[src/rtl/fetch_pkg.sv]
// Shared types and default constants for the instruction fetch unit.
package fetch_pkg;

    typedef enum logic [1:0] {
        ST_REQ   = 2'd0,
        ST_WAIT  = 2'd1,
        ST_DRAIN = 2'd2
    } fetch_state_t;

    localparam int          DEFAULT_XLEN     = 64;
    localparam logic [63:0] DEFAULT_RESET_PC = 64'h8000_0000;
    localparam int          DEFAULT_FQ_DEPTH = 4;

endpackage

[src/rtl/fetch_queue.sv]
// Synchronous FIFO of fetched {instruction, pc} entries with flush.
// The head entry is presented combinationally and reads as zero when empty.
module fetch_queue #(
    parameter int WIDTH = 96,
    parameter int DEPTH = 4
) (
    input  logic             clock,
    input  logic             reset,
    input  logic             push,
    input  logic [WIDTH-1:0] push_data,
    input  logic             pop,
    input  logic             flush,
    output logic [WIDTH-1:0] head_data,
    output logic             full,
    output logic             empty
);

    localparam int PTR_W = (DEPTH > 1) ? $clog2(DEPTH) : 1;
    localparam int CNT_W = $clog2(DEPTH + 1);

    logic [WIDTH-1:0] mem [DEPTH];
    logic [PTR_W-1:0] wr_ptr_reg, rd_ptr_reg;
    logic [CNT_W-1:0] count_reg;
    logic             push_ok, pop_ok;

    assign full    = (count_reg == CNT_W'(DEPTH));
    assign empty   = (count_reg == '0);
    assign pop_ok  = pop && !empty;
    assign push_ok = push && !full;

    assign head_data = empty ? '0 : mem[rd_ptr_reg];

    always_ff @(posedge clock) begin
        if (push_ok && !flush) begin
            mem[wr_ptr_reg] <= push_data;
        end
    end

    // Power-of-two depth lets the pointers wrap naturally.
    always_ff @(posedge clock) begin
        if (reset || flush) begin
            wr_ptr_reg <= '0;
            rd_ptr_reg <= '0;
            count_reg  <= '0;
        end else begin
            if (push_ok) wr_ptr_reg <= wr_ptr_reg + PTR_W'(1);
            if (pop_ok)  rd_ptr_reg <= rd_ptr_reg + PTR_W'(1);
            case ({push_ok, pop_ok})
                2'b10:   count_reg <= count_reg + CNT_W'(1);
                2'b01:   count_reg <= count_reg - CNT_W'(1);
                default: count_reg <= count_reg;
            endcase
        end
    end

endmodule

[src/rtl/fetch_unit.sv]
// Instruction fetch: one outstanding 64-bit memory read at a time, 32-bit
// instructions pushed into a small queue, redirect flushes and restarts.
module fetch_unit
    import fetch_pkg::*;
#(
    parameter int             XLEN     = DEFAULT_XLEN,
    parameter logic [XLEN-1:0] RESET_PC = XLEN'(DEFAULT_RESET_PC),
    parameter int             FQ_DEPTH = DEFAULT_FQ_DEPTH
) (
    input  logic            clock,
    input  logic            reset,
    output logic            mem_req_valid,
    input  logic            mem_req_ready,
    output logic [XLEN-1:0] mem_req_addr,
    input  logic            mem_resp_valid,
    input  logic [63:0]     mem_resp_data,
    input  logic            redirect_valid,
    input  logic [XLEN-1:0] redirect_pc,
    output logic            inst_valid,
    input  logic            inst_ready,
    output logic [31:0]     inst,
    output logic [XLEN-1:0] inst_pc
);

    localparam int QW = 32 + XLEN;

    fetch_state_t    state_reg, state_next;
    logic [XLEN-1:0] fetch_pc_reg, fetch_pc_next;
    logic [XLEN-1:0] req_pc_reg, req_pc_next;
    logic            push, handshake, q_full, q_empty;
    logic [31:0]     resp_word;
    logic [QW-1:0]   head_data;

    assign mem_req_valid = (state_reg == ST_REQ) && !q_full && !reset;
    assign mem_req_addr  = {fetch_pc_reg[XLEN-1:3], 3'b000};
    assign handshake     = mem_req_valid && mem_req_ready;
    assign resp_word     = req_pc_reg[2] ? mem_resp_data[63:32] : mem_resp_data[31:0];

    always_ff @(posedge clock) begin
        if (reset) begin
            state_reg    <= ST_REQ;
            fetch_pc_reg <= RESET_PC;
            req_pc_reg   <= '0;
        end else begin
            state_reg    <= state_next;
            fetch_pc_reg <= fetch_pc_next;
            req_pc_reg   <= req_pc_next;
        end
    end

    always_comb begin
        state_next    = state_reg;
        fetch_pc_next = fetch_pc_reg;
        req_pc_next   = req_pc_reg;
        push          = 1'b0;
        case (state_reg)
            ST_REQ: begin
                if (handshake) begin
                    req_pc_next = fetch_pc_reg;
                    state_next  = ST_WAIT;
                end
            end
            ST_WAIT: begin
                if (mem_resp_valid) begin
                    push          = 1'b1;
                    fetch_pc_next = req_pc_reg + XLEN'(4);
                    state_next    = ST_REQ;
                end
            end
            ST_DRAIN: begin
                if (mem_resp_valid) state_next = ST_REQ;
            end
            default: state_next = ST_REQ;
        endcase
        // A redirect discards any in-flight data; a request still owed a
        // response must first drain it before fetching from the new pc.
        if (redirect_valid) begin
            push          = 1'b0;
            fetch_pc_next = redirect_pc & ~XLEN'(3);
            case (state_reg)
                ST_REQ:   state_next = handshake ? ST_DRAIN : ST_REQ;
                ST_WAIT:  state_next = mem_resp_valid ? ST_REQ : ST_DRAIN;
                default:  state_next = mem_resp_valid ? ST_REQ : ST_DRAIN;
            endcase
        end
    end

    fetch_queue #(
        .WIDTH (QW),
        .DEPTH (FQ_DEPTH)
    ) u_queue (
        .clock     (clock),
        .reset     (reset),
        .push      (push && !reset),
        .push_data ({resp_word, req_pc_reg}),
        .pop       (inst_valid && inst_ready),
        .flush     (redirect_valid),
        .head_data (head_data),
        .full      (q_full),
        .empty     (q_empty)
    );

    assign inst_valid = !q_empty && !reset;
    assign inst       = reset ? 32'd0 : head_data[QW-1:XLEN];
    assign inst_pc    = reset ? '0 : head_data[XLEN-1:0];

endmodule

[config.mk]
export PLATFORM = sky130hd
export DESIGN_NAME = fetch_unit
export DESIGN_NICKNAME = d
export VERILOG_FILES = /design/src/rtl/fetch_pkg.sv /design/src/rtl/fetch_queue.sv /design/src/rtl/fetch_unit.sv
export SDC_FILE = /design/constraint.sdc
export NUM_CORES = 1
export LEC_CHECK = 0
export CAP_MARGIN = 20
export CORE_MARGIN = 3
export CORE_UTILIZATION = 40
export DETAILED_ROUTE_END_ITERATION = 6
export HOLD_SLACK_MARGIN = 0.08
export PLACE_DENSITY = 0.64
export SYNTH_ARGS = -nofsm -noshare
export SYNTH_HDL_FRONTEND = slang
export SYNTH_SLANG_ARGS = --single-unit
export TNS_END_PERCENT = 50
[constraint.sdc]
create_clock -name clock -period 4.9 [get_ports clock]
set_input_delay 1.47 -clock clock [delete_from_list [all_inputs] [get_ports clock]]
set_output_delay 1.47 -clock clock [all_outputs]
set_load 0.03 [all_outputs]
==> results.ini <==
[min_path]
holdCritStartpoint=fetch_pc_reg[1]
whs_endpoint=fetch_pc_reg[1]
hold_path_depth=2
hp-class=reg2reg

[route]
wl_per_cell_um=21.3
dr_total_vias=13800
drc=0
drt-initial-drc-count=963
drt_first_pass_iters=4
finalWirelength_um=55700
vias_per_cell=5.29
antenna_left=0

[sta]
fin_crit_sh_pct=88.6
finalHoldViolCount=0
tightest_slew_ps=1020
rsz0062_at_grt=no
finClkSkew_ps=17.3
setup_tns_ps=0
holdWs_ps=462
setup_viol=0
maxSlewViolCount=0
fmax_ghz=0.230
relSlewSlack_pct=32.2
period_needed_ps=4340

[clocking]
holdBufCountCts=0
clock-root-buffer=clkbuf_16
cts_max_path_buffers=3
numClockSinks=523
htree_levels=2
cts_tree=yes
postCtsResizedCells=0
clkLatencyLatePin_ps=600
post_cts_buffers=0
clk_pin_slew_ps=60
cts_made_buffers=53

[floorplanning]
ios=296
core-area_um2=54600
rows=85
start_util_pct=40.9
die_width_um=242
die_h_um=242
fp.dieArea_um2=58700

[synthesis]
synth_edf_count=384
synth_area_leaders=edfxtp_1 (52%), dfxtp_1 (12%), mux4_2 (9.7%), and2_1 (2.9%), nand2_1 (2.3%)
avgSynthCellArea_um2=13.7
synth_cell_types=53
syn-cell-area_um2=22300
synthCells=1625
synth_ff_type=edfxtp_1
synth_top_cell_area_share_pct=51.6
yosys.area.top_type=edfxtp_1
ys_ff_latch=523
ys_seq_area_share_pct=64.1
yosys_warnings=0
async_reset_ff_share_pct=0

[grt]
antenna_found_initial=6
grt_max_degree=97
grt-ovfl-total=0
grt_pass1_wl_um=86300
grt_pass1_vias=14400
grt_usage_pct=18.9

[worst_setup_path]
rrSetupSlack_ps=1980
reg2reg_to=fetch_pc_reg[35]
required_ps=3430
r2r.worst_path.cells=6
startpoint_type=input pin
crit_type=in2out
arrival_ps=2870
r2r-start=req_pc_reg[2]
critPathMaxFanout=40
end_kind=output pin

[power_and_ir_drop]
ir_worst_vdd_uv=274
power_leakage_uw=0.00910
powerDensity_nw_per_um2=341
finalPower_uw=9520

[layout]
syn_to_final_growth_pct=24.9
fin_area_um2=27900
fin_nets=1974
drive_gt1_share_pct=18.6
instances_no_fill=2616
largest_reg_flops=384

[place]
placed_cells=2514
gp_congestion=0.815
post-dp-hpwl_um=34700
portBuffers=290
post_dp_cell_area_um2=26100

[job]
cap_violations=0

[status]
status=finished clean

[stage by stage]
stage	worst slack (ps)	util [%]
6_report	556	51.1
2_1_floorplan	-45.4	-
3_3_place_gp	560	47.8
5_1_grt	397	51.1
3_5_place_dp	528	47.8
4_1_cts	500	51.1
[how the worst max path moves through the flow]
stage | from | end | slack [ps] | cells past startpoint
global route | flip-flop | inst_pc[25] | 400 | 4
finish | reset | mem_req_valid | 560 | 4
CTS | flip-flop | inst_pc[25] | 500 | 4
detailed placement | reset | inst[3] | 530 | 4
global placement | reset | mem_req_valid | 560 | 4
floorplan | mem_resp_valid | u_queue.mem[2][0] | -50 | 5
[synthesized netlist by cell type, types with 11 or more instances]
library cell,n
edfxtp_1,384
dfxtp_1,139
nand2_1,136
and2_1,104
mux4_2,96
nor2_1,77
clkbuf_1,76
o21ai_0,68
buf_4,64
a21oi_1,61
nand2b_1,53
nand3_1,46
nand4_1,35
mux2_2,33
o22ai_1,29
xor2_1,29
buf_1,17
inv_1,16
xnor2_1,15
o31ai_1,12
buf_2,11
nor3_1,11
[layer usage]
metal / track usage [%] / up-vias / routed length (um)
li1: - / 6423 / -
met1: 26.0 / 6873 / 24500
met2: 30.6 / 464 / 26000
met3: 4.41 / 81 / 4000
met4: 4.46 / 8 / 1040
met5: 0 / - / 62
[power by group]
group	switching, uW	internal (uW)	total [uW]
registers	84.1	4800	4880
clock network	1690	2480	4170
logic	251	227	478
total	2020	7500	9520
[worst max-delay path: stages]
cell and delay (ps):
buf_4 120, buf_4 250, and3b_1 290, clkdlybuf4s50_1 730
[final cells by class]
class                      instances  area, um^2
antenna                            2        5.00
clock buffer                      63        1410
clock inverter                    36         410
fill                            4587       26700
inverter                          16        60.1
multi-input combinational        920        7130
sequential                       523       14300
tap                              739         925
timing repair buffer             317        3640
[cell usage in the layout (no fill, tap or decap), types with 12 or more instances in the layout]
cell type and instances:
and2_1 98, buf_12 59, a21oi_1 61, mux2_2 33, buf_4 51, inv_1 16
nand2b_1 53, nor2_1 75, xnor2_1 15, o22ai_1 29, o21ai_0 68, o31ai_1 12
xor2_1 29, nand4_1 35, clkdlybuf4s50_1 207, mux4_2 96, clkbuf_16 54, nand3_1 46
nand2_1 134, dfxtp_1 136, clkinv_2 12, edfxtp_1 384
[cells by family (layout without fill, tap and decap cells)]
group	Yosys count	after routing	synth area share [%]
simple gates	524	524	12.5
other cells	1	5	0.0168
flops	523	523	64.1
mux	134	134	11.6
buf+inv	184	432	4.23
compound gates	206	206	5.33
xor+xnor	44	44	1.73
fa+ha+maj	9	9	0.538
Power figures use the tool's default switching activity.
==> patch 1: new RTL, same flow settings <==
Make the reset (`reset`) asynchronous in one clocked block.
--- a/src/rtl/fetch_unit.sv
+++ b/src/rtl/fetch_unit.sv
@@ -36,7 +36,7 @@
     assign handshake     = mem_req_valid && mem_req_ready;
     assign resp_word     = req_pc_reg[2] ? mem_resp_data[63:32] : mem_resp_data[31:0];
 
-    always_ff @(posedge clock) begin
+    always_ff @(posedge clock or posedge reset) begin
         if (reset) begin
             state_reg    <= ST_REQ;
             fetch_pc_reg <= RESET_PC;
Check against the original RTL: differs if reset is asserted again (counterexample within 4 cycles, from zero or initial values and one cycle with reset high); with reset held inactive, the same outputs for 4 cycles.
==> patch 1 against the unedited design <==
Sequential cell count did not move. Area after synthesis rose by 1.2%. Worst setup slack got worse by 0.24 ns. Routed wire length fell by 0.96%. Design area rose by 0.78%. Via count fell by 6.6%. Critical path depth did not move.
Power is not compared: it rests on default switching activity, and its combinational part moved more than twofold at a synthesized area within 25%.
==> patch 1: results <==
{
  "synthFlopType": "edfxtp_1",
  "htree_num_levels": 2,
  "synth.area.top_cells": "edfxtp_1, dfrtp_1, mux4_2",
  "hpwlAfterDp_microns": 35500,
  "dp_cells": 2353,
  "vias": 12900,
  "cts.clk_slew.worst_paths_ns": 0.06,
  "nNetsFinal": 1804,
  "crit_fanout": 3,
  "synth_cells": 1427,
  "pre_cts_ws_ns": 0.338,
  "fmax_ghz": 0.218,
  "r2r_start": "req_pc_reg[3]",
  "status": "completed",
  "grt_max_degree": 95,
  "reg2reg_depth": 7,
  "reg2reg_slack_ns": 1.87,
  "r2r-end": "fetch_pc_reg[56]",
  "grt_pass1_vias": 13500,
  "drtIter0Drc": 920,
  "crit_arrival_ns": 3.12,
  "min_from": "fetch_pc_reg[2]",
  "ys_seq_area_share_pct": 66.2,
  "final.setup_skew_ns": 0.0160,
  "grt_overflow": 0,
  "synth_common_cells": "edfxtp_1, dfrtp_1, and2_1, mux2_2, mux4_2",
  "first_pass_iters": 5,
  "slew-limit-headroom_pct": 24.9,
  "drt-total-wl_microns": 55100,
  "yosys.cell_types.count": 51,
  "io_buffer_count": 290,
  "grt_pass1_wl_microns": 84000,
  "antenna_found_initial": 3,
  "grtUsageTotal_pct": 18.6,
  "root_buffer": "clkbuf_16",
  "synthArstFlopShare_pct": 24.9,
  "drive_above_1_share_pct": 24.9,
  "layoutNonFillerInstCount": 2455,
  "cts_buffers": 54,
  "globalplace.congestion": 0.765
}
==> patch 1: worst min-delay path by stage <==
stage | cells past startpoint | slack (ns) | to
CTS | 1 | 0.51 | req_pc_reg[2]
floorplan | 0 | 0.47 | u_queue.mem[0][55]
global placement | 1 | 0.49 | req_pc_reg[1]
finish | 1 | 0.51 | req_pc_reg[2]
detailed placement | 1 | 0.50 | req_pc_reg[2]
global route | 1 | 0.53 | req_pc_reg[2]
==> patch 1: worst register-to-register path, cell delays in order (launching register included) <==
cell and delay (ns):
dfrtp_1 0.51, ha_1 0.31, nand3_1 0.43, nor4_4 0.72
nand4_2 0.40, nor3b_1 0.29, a21oi_1 0.08, o221ai_1 0.19
==> patch 1: through the flow <==
step           power, mW  cell area (sq um)
2_1_floorplan       7.34              22600
3_3_place_gp        7.98              26300
3_5_place_dp        8.08              26300
4_1_cts             12.3              28100
5_1_grt             12.7              28100
6_report            12.1              28100
==> patch 1: kinds of logic after synthesis <==
group	count (synthesis)	synth area share, %
compound gates	112	2.96
xor+xnor	54	2.09
fa+ha+maj	9	0.532
buf+inv	154	3.70
flops	523	66.2
mux	212	15.2
other cells	1	0.0166
simple gates	362	9.22
==> patch 1: cell type report <==
cell class                 instances  area [sq um]
fill                            4733         27400
sequential                       523         15000
multi-input combinational        752          6830
timing repair buffer             316          3480
clock buffer                      84          1610
tap                              748           936
clock inverter                    17           215
inverter                          14          57.6
antenna                            1          2.50
==> patch 1: power by group through the flow <==
| stage | clock network [mW] | registers, mW | logic (mW) |
|---|---|---|---|
| after global routing | 4.46 | 6.37 | 1.86 |
| after global placement | 0 | 6.30 | 1.68 |
| final | 4.16 | 6.28 | 1.71 |
| after detailed placement | 0 | 6.36 | 1.72 |
| after CTS | 4.27 | 6.27 | 1.73 |
| after floorplan | 0 | 6.07 | 1.27 |
==> patch 1: layer usage <==
layer / global-route usage, % / part of all wire [%] / routed length (microns) / vias to the layer above
met4: 4.39 / 1.9 / 1040 / 2
met1: 25.4 / 44 / 24000 / 6635
li1: - / - / - / 5843
met5: 0 / 0.018 / 10 / -
met3: 4.30 / 6.3 / 3480 / 67
met2: 30.3 / 48 / 26600 / 384
==> patch 2: new RTL, same settings <==
Without the edit above. `DEFAULT_FQ_DEPTH`: 4 -> 8.
--- a/src/rtl/fetch_pkg.sv
+++ b/src/rtl/fetch_pkg.sv
@@ -9,7 +9,7 @@
 
     localparam int          DEFAULT_XLEN     = 64;
     localparam logic [63:0] DEFAULT_RESET_PC = 64'h8000_0000;
-    localparam int          DEFAULT_FQ_DEPTH = 4;
+    localparam int          DEFAULT_FQ_DEPTH = 8;
 
 endpackage
 
Formal check against the unedited RTL: no difference found for any inputs over 4 cycles, from zero or initial values and one cycle with reset high; that may be too few to reach the edited logic, so the function may still have changed.
==> patch 2 against the unedited design <==
Via count is 54% higher. Design area is 60% higher. Critical path depth is 1 higher. Routed wire length is 69% higher. Power is 69% higher. Final cell count is 48% higher. Core utilization is 2.6 points lower. Area after synthesis is 67% higher. Worst setup slack worse by 0.34 ns. Sequential cell count is 388 higher.
==> patch 2: results <==
{
  "peakVddDrop_uv": 288,
  "drtIter0Drc": 1952,
  "crit_arrival_ns": 3.21,
  "r2r_start": "u_queue.count_reg[0]",
  "nNetsFinal": 2688,
  "max_stage_delay_ns": 0.61,
  "reg2reg_slack_ns": 1.64,
  "dp_cells": 3692,
  "crit_fanout": 16,
  "fillers": 7777,
  "drive_above_1_share_pct": 18.8,
  "syn_area_per_cell_sq_um": 16.1,
  "yosys.cell_types.count": 63,
  "grt_pass1_wl_microns": 140000,
  "htree_num_levels": 3,
  "grtUsageTotal_pct": 19.2,
  "insertion_delay_ns": 0.64,
  "wl_met1_microns": 39900,
  "met1_usage_pct": 26.1,
  "synth_common_cells": "edfxtp_1, nand2_1, mux4_2, nor2_1, dfxtp_1",
  "status": "completed",
  "cts_buffers": 95,
  "crit_path_end": "inst_pc[41]",
  "grt_pass1_vias": 21900,
  "grt_use_met2_pct": 31.4,
  "dr_wl_met2_microns": 45000,
  "final.setup_skew_ns": 0.0228,
  "pre_cts_ws_ns": 0.436
}
patch 2: changes by cell type after synthesis, sizes merged, moves of 16 or more:
cell,unedited run,this run
edfxtp,384,768
and2,104,6
mux2i,5,101
mux4,96,192
nand2,136,228
nor2,77,151
nand2b,53,2
buf,92,121
o21ai,68,90
clkbuf,76,95
o22ai,29,11
nor3,11,28
nand4,37,21
patch 2: power breakdown:
group          total [mW]  switching [mW]  internal [mW]
Clock                7.05            2.92           4.13
Combinational       0.524           0.293          0.231
Sequential           8.56           0.116           8.44
patch 2: logic make-up after synthesis:
logic type	count (synthesis)	synth area share, %
buf+inv	233	3.08
mux	325	15.3
flops	911	69.6
simple gates	554	6.87
fa+ha+maj	8	0.269
other cells	1	0.0101
compound gates	245	4.07
xor+xnor	33	0.776
patch 2: how the worst min path moves through the flow:
stage | end | slack (ns) | cells past startpoint
2_1_floorplan | req_pc_reg[0] | 0.42 | 2
3_3_place_gp | req_pc_reg[0] | 0.44 | 2
3_5_place_dp | req_pc_reg[1] | 0.46 | 2
4_1_cts | req_pc_reg[6] | 0.47 | 2
5_1_grt | req_pc_reg[1] | 0.50 | 2
6_report | req_pc_reg[1] | 0.46 | 2
patch 2: worst min-delay path, cell delays in order (launching register included):
cell,delay (ns)
dfxtp_1,0.33
nand2_1,0.05
o21ai_0,0.05
patch 2: final cells by class:
cell class,count,area (sq um),area share [%]
sequential,911,25900,58.1
clock buffer,128,2570,5.76
multi-input combinational,1168,10300,23.1
clock inverter,51,512,1.15
antenna,2,5.00,0.0112
tap,1243,1560,3.49
timing repair buffer,353,3640,8.16
inverter,17,66.3,0.149
patch 2: timing repair:
| item | 4_1_cts | 5_1_grt |
|---|---|---|
| endpoints found under the setup margin | 0 | 3 |
| gates resized for setup | 0 | 3 |
| endpoints found under the hold margin | 0 | 0 |
